===== config.mk =====
export PLATFORM = sky130hd
export DESIGN_NAME = loa_stream_accumulator
export DESIGN_NICKNAME = d
export VERILOG_FILES = /design/src/rtl/loa_stream_accumulator.sv
export SDC_FILE = /design/constraint.sdc
export NUM_CORES = 1
export LEC_CHECK = 0
export CORE_UTILIZATION = 55
export DETAILED_ROUTE_END_ITERATION = 6
export GPL_TIMING_DRIVEN = 0
export HOLD_SLACK_MARGIN = 0.05
export PLACE_DENSITY = 0.87
export SLEW_MARGIN = 40
export SYNTH_ARGS = -nofsm -noshare
export SYNTH_HDL_FRONTEND = slang
export SYNTH_SLANG_ARGS = --single-unit

===== constraint.sdc =====
create_clock -name clk_i -period 7.5 [get_ports clk_i]
set_input_delay 2.25 -clock clk_i [delete_from_list [all_inputs] [get_ports clk_i]]
set_output_delay 2.25 -clock clk_i [all_outputs]
set_load 0.01 [all_outputs]

===== src/rtl/loa_stream_accumulator.sv =====
// Packet accumulator using lower-part-OR approximate addition: OR on the low LOWER
// bits, exact add above with carry-in taken from the top approximate bit pair.
module loa_stream_accumulator #(
  parameter int WIDTH    = 32,
  parameter int LOWER    = 8,
  parameter int CNT_W    = 8,
  parameter bit SATURATE = 1'b1
) (
  input  logic             clk_i,
  input  logic             rst_ni,
  input  logic             in_valid_i,
  output logic             in_ready_o,
  input  logic [WIDTH-1:0] in_data_i,
  input  logic             in_last_i,
  output logic             out_valid_o,
  input  logic             out_ready_i,
  output logic [WIDTH-1:0] out_sum_o,
  output logic             out_ovf_o,
  output logic [CNT_W-1:0] out_count_o,
  output logic [1:0]       dbg_state_o
);

  // Handshake: a beat transfers on a rising edge with in_valid_i && in_ready_o;
  // a result transfers on a rising edge with out_valid_o && out_ready_i.
  typedef enum logic [1:0] {
    IDLE  = 2'd0,
    ACCUM = 2'd1,
    HOLD  = 2'd2
  } state_t;

  localparam logic [CNT_W-1:0] CNT_ONE = CNT_W'(1);
  localparam logic [CNT_W-1:0] CNT_MAX = {CNT_W{1'b1}};

  state_t             state_q, state_d;
  logic [WIDTH-1:0]   acc_q, acc_d;
  logic               ovf_q, ovf_d;
  logic [CNT_W-1:0]   count_q, count_d;
  logic               ready_q, valid_q;

  logic               accept;
  logic               carry_in;
  logic [LOWER-1:0]   lower_or;
  logic [WIDTH-LOWER:0] upper_sum;
  logic [WIDTH-1:0]   loa_sum;
  logic               loa_carry;

  assign accept    = in_valid_i & ready_q;
  assign lower_or  = acc_q[LOWER-1:0] | in_data_i[LOWER-1:0];
  assign carry_in  = acc_q[LOWER-1] & in_data_i[LOWER-1];
  assign upper_sum = {1'b0, acc_q[WIDTH-1:LOWER]}
                   + {1'b0, in_data_i[WIDTH-1:LOWER]}
                   + {{(WIDTH-LOWER){1'b0}}, carry_in};
  assign loa_sum   = {upper_sum[WIDTH-LOWER-1:0], lower_or};
  assign loa_carry = upper_sum[WIDTH-LOWER];

  // Data registers only load on an accepted beat, so idle-cycle X on in_data_i never lands in acc.
  always_comb begin
    state_d = state_q;
    acc_d   = acc_q;
    ovf_d   = ovf_q;
    count_d = count_q;
    case (state_q)
      IDLE: begin
        if (accept) begin
          acc_d   = in_data_i;
          ovf_d   = 1'b0;
          count_d = CNT_ONE;
          state_d = in_last_i ? HOLD : ACCUM;
        end
      end
      ACCUM: begin
        if (accept) begin
          if (loa_carry) begin
            ovf_d = 1'b1;
            acc_d = SATURATE ? {WIDTH{1'b1}} : loa_sum;
          end else begin
            acc_d = loa_sum;
          end
          if (count_q != CNT_MAX) count_d = count_q + CNT_ONE;
          if (in_last_i) state_d = HOLD;
        end
      end
      HOLD: begin
        if (out_ready_i) state_d = IDLE;
      end
      default: state_d = IDLE;
    endcase
  end

  always_ff @(posedge clk_i or negedge rst_ni) begin
    if (!rst_ni) begin
      state_q <= IDLE;
      acc_q   <= '0;
      ovf_q   <= 1'b0;
      count_q <= '0;
      ready_q <= 1'b0;
      valid_q <= 1'b0;
    end else begin
      state_q <= state_d;
      acc_q   <= acc_d;
      ovf_q   <= ovf_d;
      count_q <= count_d;
      ready_q <= (state_d != HOLD);
      valid_q <= (state_d == HOLD);
    end
  end

  assign in_ready_o  = ready_q;
  assign out_valid_o = valid_q;
  assign out_sum_o   = acc_q;
  assign out_ovf_o   = ovf_q;
  assign out_count_o = count_q;
  assign dbg_state_o = state_q;

endmodule


# Word level (Yosys, flattened, before mapping)
# Cells that the tools add are included.
[totals]
ff_bits = 45
in_bits = 37
output_inout_bits = 45
word_cells = 44
[op_classes]
add_sub_neg = 3
eq_ne = 9
n_mux = 18
bitwise = 3
reduce_logical = 5
[op_table]
columns = ["cell", "count"]
rows = [
  ["$mux 32", 3],
  ["$pmux 32 s2", 1],
  ["$add 24x24->25", 1],
  ["$add 25x1->25", 1],
  ["$mux 8", 3],
  ["$pmux 8 s2", 1],
  ["$mux 2", 5],
  ["$ne 2x2->1 const B", 5],
  ["$add 8x1->8 const B", 1],
  ["$ne 8x8->1 const B", 1],
  ["$or 8x8->8", 1],
  ["$reduce_and 4->1", 2],
  ["$pmux 2 s3", 1],
  ["$eq 2x2->1 const B", 2],
  ["$mux 1", 3],
  ["$reduce_and 3->1", 1],
  ["$and 1x1->1", 2],
  ["$eq 2x1->1 const B", 1],
  ["$logic_not 2->1", 1],
  ["$pmux 1 s2", 1],
  ["$reduce_bool 2->1", 1],
]

# Logic depth before layout (Yosys ltp)
# Gate-level depths: netlist of the first run.
[logic_depth]
word_depth = 5
mapped_depth = 12

# Worst setup path before layout of the first run
# Ideal clock, no wire load.
[synth_timing]
path_kind = "input port to flip-flop"
start = "in in_data_i[8]"
end = "reg acc_q[30], in the netlist out_sum_o[30]"
setup_ns = 0.123
arrival_time_ns = 4.313
required_time_ns = 7.377
path_slack_ns = 3.064
path_stages = 12
path_buffers = 1
cell_sequence = "inv_1 > fa_1 > inv_1 > fa_1 > a211oi_1 > o211ai_2 > a21oi_1 > or3_4 > nand3_4 > buf_4 > a31oi_1 > o21ai_1"
[synth_between]
elab_chain_cells = 5
[synth_rtl]
columns = ["element", "line", "source"]
rows = [
  ["start, declared", "13", "input logic [WIDTH-1:0] in_data_i,"],
  ["$add 24x24->25", "51", "+ {1'b0, in_data_i[WIDTH-1:LOWER]}"],
  ["$add 25x1->25", "52", "+ {{(WIDTH-LOWER){1'b0}}, carry_in};"],
  ["$mux 32", "73", "if (loa_carry) begin"],
  ["$mux 32", "72", "if (accept) begin"],
  ["$pmux 32 s2", "62", "case (state_q)"],
  ["end signal, assigned", "93", "acc_q <= '0;"],
  ["end signal, assigned", "100", "acc_q <= acc_d;"],
  ["end, declared", "35", "logic [WIDTH-1:0] acc_q, acc_d;"],
]
# No other way between the ends. The select of a mux whose other input is x is not followed.
# A chain may end at the register's enable or synchronous reset.

# Final worst setup path of the first run
[layout_timing]
start = "in in_data_i[7]"
end = "reg acc_q[30], in the netlist out_sum_o[30]"
[layout_between]
elab_chain_cells = 5
[layout_rtl]
columns = ["element", "line", "source"]
rows = [
  ["$and 1x1->1", "49", "assign carry_in = acc_q[LOWER-1] & in_data_i[LOWER-1];"],
  ["$add 25x1->25", "52", ""],
  ["$mux 32", "73", ""],
  ["$mux 32", "72", ""],
  ["$pmux 32 s2", "62", ""],
]
# No other way between the ends. The select of a mux whose other input is x is not followed.

==> impl_results.md, run 1 <==
* Status: complete, no violations
* Final period util at 0.675
* Maxcap violations at 0
* Final-report setup violation count at 0
* Crit-path cells: clkdlybuf4s50_1 > nand2_1 > fa_1 > inv_1 > fa_1 > a211oi_1 > o211ai_2 > a21oi_1 > or3_4 > nand3_4 > buf_4 > a31oi_1 > o21ai_1
* Full die area at 0.00660 mm^2
* Initial antenna violation count at 0
* CTS root buffer: clkbuf_8
* Synth async-reset ratio at 1.00
* Tot GR Track Use at 0.297
* RR Startpoint: out_sum_o[8]
* Total power at 1.86 mW
* Final Util at 0.748
* Die Y at 81.3 um
* First-pass GRT wire length at 15000 um
* CTS resizes at 0
* Post-DRT Antenna Nets at 0
* Synthesized instance count at 395
* H-tree depth at 2
* Fillers at 450
* Starting DRT DRC Count at 189
* CP max-delay cell: clkdlybuf4s50_1
* Most used cell, CP: fa_1
* Mapped cell area at 0.00345 mm^2
* Worst-case clock skew at 0.0121 ns
* Vias in the first global route at 3203
* Row cnt at 28
* FF+latch count, synth at 45
* Hold Fails Final Rpt at 0
* Hold Path Stages at 1
* PwrDens at 415 mW/mm^2
* Number of remaining DRC errors at 0
* IO Pins at 82
* Core area at 0.00599 mm^2
* Postcts setup bufs at 0
* Vias post-DR at 3402
* Grt total ovfl at 0
* Worst VDD drop at 0.000240 V
* CP endpoint kind: register
* Critical Path RT at 7.70 ns
* Top cell family by delay on the critical path: compound AO/OA/AOI/OAI gates
* RSZ-0062 raised after global routing: no
* Initial Utilization at 0.577
* Clock tree buffer depth at 2
* Sequential area share after synthesis at 0.326
* HP Start: out_sum_o[2]
* Critical Path Fanout Max at 10
* WHS Endpoint: out_sum_o[2]
* Slew Limit Fails at 0
* Worst R2R Setup Slack at 4.44 ns
* Minimum clock period at 5.07 ns
* Clk_lat worst skew at 0.32 ns
* Slew @ Worst Pin at 0.727 ns
* Fmax at 197 MHz
* Synth warn at 0
* TritonRoute pass-1 iters at 4
* Final net count at 547
* Setup TNS at 0 ns
* Detail-routed via count per cell at 6.08
* Critical path class: input port to register
* Area delta synth->final at 29.7%
* Routability cong. at 0.957
* WL per Instance at 16.3 um
* Largest net degree at the start of global routing at 24
* Die Wd at 81.3 um
* Total wire length at 9130 um
* Ant. Diodes at 0
* Syn_nets at 458
* CP Launch Type: input port
* Worst hold path type: register to register
* WP buf/inv at 3
* Clock transition at path regs at 0.10 ns
* DP Area at 0.00438 mm^2
* Clk sink count at 45
* Fin area at 0.00448 mm^2
* DP HPWL at 6830 um
* R2R depth at 12
* Yosys cell types at 60
* Slowest stage delay, CP at 0.46 ns
* Mapped Avg Cell Area at 8.75 um^2
* Finished Layout Cells at 560
* PortBufs at 81
* CTS buffer count at 5
* R2R Path End: out_sum_o[30]
* Commonest cells after routing, fill and taps aside: clkdlybuf4s50_1, nand2_1, dfrtp_1, a21oi_1, nor2_1
* Most common cell after layout, fill and taps aside: clkdlybuf4s50_1
* Share of cells above drive strength 1 at 0.0784
* Placed insts at 552
* Cts hold-fix bufs at 0
* CTS tree: yes
* EDFF count, synth at 0
* Leakage at 1.87 nW
* Top_reg_cell synth: dfrtp_1
* Worst slew margin at 0.514
* Critical Path AT at 5.27 ns
sequential cells by signal, summed over array words and instances (netlist names):
signal	count
dbg_state_o	2
in_ready_o	1
out_count_o	8
out_ovf_o	1
out_sum_o	32
out_valid_o	1
synth_stat cells (4+ instances only):
| master | number | area [um^2] |
|---|---|---|
| and3_1 | 5 | 31.3 |
| a21oi_1 | 29 | 145 |
| o21ai_1 | 25 | 125 |
| a211oi_1 | 4 | 30.0 |
| and2_1 | 4 | 25.0 |
| dfrtp_1 | 45 | 1130 |
| o21ai_0 | 22 | 110 |
| o22a_1 | 8 | 70.1 |
| nand2_1 | 47 | 176 |
| ha_1 | 24 | 300 |
| clkbuf_1 | 6 | 22.5 |
| o21a_1 | 11 | 82.6 |
| xor2_1 | 13 | 114 |
| a21o_1 | 5 | 37.5 |
| nor2_1 | 26 | 97.6 |
| inv_1 | 7 | 26.3 |
| o22ai_1 | 18 | 113 |
| xnor2_1 | 10 | 87.6 |
| buf_6 | 5 | 56.3 |
| nand3_1 | 10 | 50.1 |
per-stage QoR:
stage	setup slack (ns)	hold WS (ns)
final	2.43	0.501
after detailed placement	2.21	0.480
after global routing	2.24	0.519
after floorplan	3.06	0.527
after CTS	2.49	0.507
after global placement	2.24	0.470
report_power, final:
part           switching, mW  total, mW  leakage [nW]  internal (mW)
registers             0.0833      0.427         0.543          0.343
logic                  0.658       1.26          1.27          0.600
clock network          0.105      0.176        0.0511         0.0706
total                  0.847       1.86          1.87           1.01
final cells by class:
class | instances | area (um^2) | area share
Tap cell | 75 | 93.8 | 0.0209
Sequential cell | 45 | 1130 | 0.251
Buffer | 20 | 148 | 0.0329
Multi-Input combinational cell | 323 | 2150 | 0.481
Clock inverter | 3 | 28.8 | 0.00642
Inverter | 7 | 26.3 | 0.00586
Timing Repair Buffer | 82 | 836 | 0.186
Clock buffer | 5 | 68.8 | 0.0154
how the worst max path moves through the flow:
stage                            start             to  slack (ns)  cells after the start
after floorplan           in_data_i[8]  out_sum_o[30]        3.06                     12
after global placement    in_data_i[7]  out_sum_o[30]        2.24                     13
after detailed placement  in_data_i[8]  out_sum_o[20]        2.21                     13
after CTS                 in_data_i[7]  out_sum_o[30]        2.49                     13
after global routing      in_data_i[7]  out_sum_o[20]        2.24                     13
final                     in_data_i[7]  out_sum_o[30]        2.43                     13
per-layer routing:
layer | vias up | track usage | part of all wire
met4 | 0 | 0.0750 | 0.011
met5 | - | 0 | 0
met2 | 134 | 0.483 | 0.47
met3 | 12 | 0.0719 | 0.079
li1 | 1645 | - | -
met1 | 1611 | 0.393 | 0.44
cell families (layout without fill, tap and decap cells):
family          count (synthesis)  in the layout  share of synthesized area
compound gates                158            158                      0.304
xor+xnor                       23             23                     0.0583
fa+ha+maj                      26             26                     0.0985
buf+inv                        27            117                     0.0503
flops                          45             45                      0.326
mux                             2              2                    0.00616
simple gates                  114            114                      0.157
No activity file was read; power rests on OpenSTA's default activity.
==> run 2: changes to the inputs <==
--- a/config.mk
+++ b/config.mk
@@ -5,11 +5,11 @@
 export SDC_FILE = /design/constraint.sdc
 export NUM_CORES = 1
 export LEC_CHECK = 0
-export CORE_UTILIZATION = 55
+export CORE_UTILIZATION = 51
 export DETAILED_ROUTE_END_ITERATION = 6
 export GPL_TIMING_DRIVEN = 0
 export HOLD_SLACK_MARGIN = 0.05
-export PLACE_DENSITY = 0.87
+export PLACE_DENSITY = 0.82
 export SLEW_MARGIN = 40
 export SYNTH_ARGS = -nofsm -noshare
 export SYNTH_HDL_FRONTEND = slang
==> constraint.sdc (replaced) <==
create_clock -name clk_i -period 5.2 [get_ports clk_i]
set_input_delay 1.56 -clock clk_i [delete_from_list [all_inputs] [get_ports clk_i]]
set_output_delay 1.56 -clock clk_i [all_outputs]
set_load 0.01 [all_outputs]
==> run 2 against run 1 <==
- the flow now finishes with violations (DRC)
- sequential share of layout area hardly changed
- cell area is 0.11% lower
- clock skew is 0.0040 ns lower
- wire length decreased by 0.61%
- critical path type unchanged
==> impl_results.md, run 2 (synthesis results as in run 1) <==
* Vias in the first global route at 3277 (+2.3%)
* Routability cong. at 0.921 (-3.8%)
* Vias post-DR at 3341 (-1.8%)
* R2R depth at 12 (unchanged)
* Critical Path RT at 5.41 ns (-2.29 ns)
* Max FFs per register at 32 (unchanged)
* Critical Path Fanout Max at 10 (unchanged)
* RSZ-0062 raised after global routing: no
* TritonRoute pass-1 iters at 6 (+2)
* Initial antenna violation count at 0 (unchanged)
* PnR worst setup slack at 0.915 ns (-1.52 ns)
* Final period util at 0.824
* PortBufs at 81 (unchanged)
* Fmax at 233 MHz
* PwrDens at 597 mW/mm^2 (+44%)
* Slew @ Worst Pin at 0.849 ns (+0.123 ns)
* Total power at 2.67 mW (+44%)
* WL per Instance at 16.1 um (-0.97%)
* Fillers at 547 (+22%)
* Fin area at 0.00448 mm^2 (-0.11%)
* Critical path class: input port to register
* Multi-input logic area at 0.00215 mm^2 (unchanged)
* CTS root buffer: clkbuf_8
* Total wire length at 9070 um (-0.61%)
* HP Start: out_sum_o[3]
* Leakage at 1.86 nW (-0.18%)
* Register area at 0.00113 mm^2 (unchanged)
* Worst Hold Margin at 0.496 ns (-0.00525 ns)
* Worst VDD drop at 0.000301 V (+26%)
* Detail-routed via count per cell at 5.94 (-2.1%)
* CTS resizes at 0 (unchanged)
* Clock transition at path regs at 0.10 ns (about the same)
* Failing checks: DRC
* Final-report setup violation count at 0 (unchanged)
* Worst slew margin at 0.429 (-0.0848)
* Final net count at 547 (unchanged)
* Grt total ovfl at 0 (unchanged)
* Clk sink count at 45 (unchanged)
* Ant. Diodes at 0 (unchanged)
* Status: finished with violations
* Finished Layout Cells at 562 (+0.36%)
* Worst R2R Setup Slack at 2.18 ns (-2.26 ns)
* Clk_lat worst skew at 0.32 ns (about the same)
* Full die area at 0.00711 mm^2 (+7.6%)
* Worst hold path type: register to register
* Cts hold-fix bufs at 0 (unchanged)
* Area delta synth->final at 29.6%
* Most common cell after layout, fill and taps aside: clkdlybuf4s50_1
* Crit-path cells: clkdlybuf4s50_1 > nand2_1 > fa_1 > inv_1 > fa_1 > a211oi_1 > o211ai_2 > a21oi_1 > or3_4 > nand3_4 > buf_4 > a31oi_1 > o21ai_1
* Slowest stage delay, CP at 0.44 ns (-0.02 ns)
* CP Launch Type: input port
* CTS tree: yes
* R2R Path End: out_sum_o[30]
* Slew Limit Fails at 0 (unchanged)
* Largest net degree at the start of global routing at 29 (+21%)
* Hold Path Stages at 1 (unchanged)
* Die Y at 84.3 um (+3.8%)
* Critical Path AT at 4.49 ns (-0.78 ns)
* CTS buffer count at 5 (unchanged)
* DP HPWL at 6920 um (+1.3%)
* Most used cell, CP: fa_1
* Commonest cells after routing, fill and taps aside: clkdlybuf4s50_1, nand2_1, dfrtp_1, a21oi_1, nor2_1
* WHS Endpoint: out_sum_o[3]
* Postcts setup bufs at 0 (unchanged)
* IO Pins at 82 (unchanged)
* Clock tree buffer depth at 2 (unchanged)
* Maxcap violations at 0 (unchanged)
* First-pass GRT wire length at 15300 um (+2.4%)
* Die Wd at 84.3 um (+3.8%)
* Setup TNS at 0 ns (unchanged)
* Row cnt at 29 (+3.6%)
* H-tree depth at 2 (unchanged)
* Minimum clock period at 4.28 ns
* Number of remaining DRC errors at 4 (+4)
* Core area at 0.00646 mm^2 (+7.8%)
* Final Util at 0.693 (-0.0550)
* Post-DRT Antenna Nets at 0 (unchanged)
* Placed insts at 554 (+0.36%)
* Share of cells above drive strength 1 at 0.0784 (unchanged)
* RR Startpoint: out_sum_o[8]
* Hold Fails Final Rpt at 0 (unchanged)
* Place WS at 0.603 ns (-1.61 ns)
* Starting DRT DRC Count at 180 (-4.8%)
* Worst-case clock skew at 0.00808 ns (-0.00401 ns)
* Initial Utilization at 0.535 (-0.0418)
* DP Area at 0.00438 mm^2 (-0.11%)
* CP endpoint kind: register
* Tot GR Track Use at 0.268 (-0.0287)
* CP max-delay cell: clkdlybuf4s50_1
## run 2: worst max-delay path by stage
stage	start	end
after floorplan	in_data_i[8]	out_sum_o[30]
after global placement	in_data_i[7]	out_sum_o[30]
after detailed placement	in_data_i[7]	out_sum_o[20]
after CTS	in_data_i[7]	out_sum_o[13]
after global routing	in_data_i[7]	out_sum_o[13]
final	in_data_i[7]	out_sum_o[30]
## run 2: critical path, delay by kind of cell
kind / cells / cell delay [ns]
AND/OR/NAND/NOR: 3 / 0.43
buffers and inverters: 3 / 0.71
adder cells (fa/ha/maj): 2 / 0.62
AO/OA/AOI/OAI: 5 / 1.19
## run 2: metal layers
layer,share of wire,GRT usage,vias to the layer above
met5,0,0,-
met4,0.014,0.0940,0
met3,0.049,0.0472,11
met2,0.47,0.434,98
met1,0.47,0.362,1585
li1,-,-,1647
## run 2: where the power goes
group | leakage [nW] | switching [mW] | internal (mW)
registers | 0.543 | 0.121 | 0.495
logic | 1.27 | 0.944 | 0.865
clock network | 0.0511 | 0.146 | 0.102
## run 2: layout make-up
cell class | instances | share of cell area
Clock buffer | 5 | 0.0154
Inverter | 7 | 0.00587
Tap cell | 77 | 0.0215
Timing Repair Buffer | 82 | 0.185
Clock inverter | 3 | 0.00643
Sequential cell | 45 | 0.252
Multi-Input combinational cell | 323 | 0.481
Buffer | 20 | 0.0330
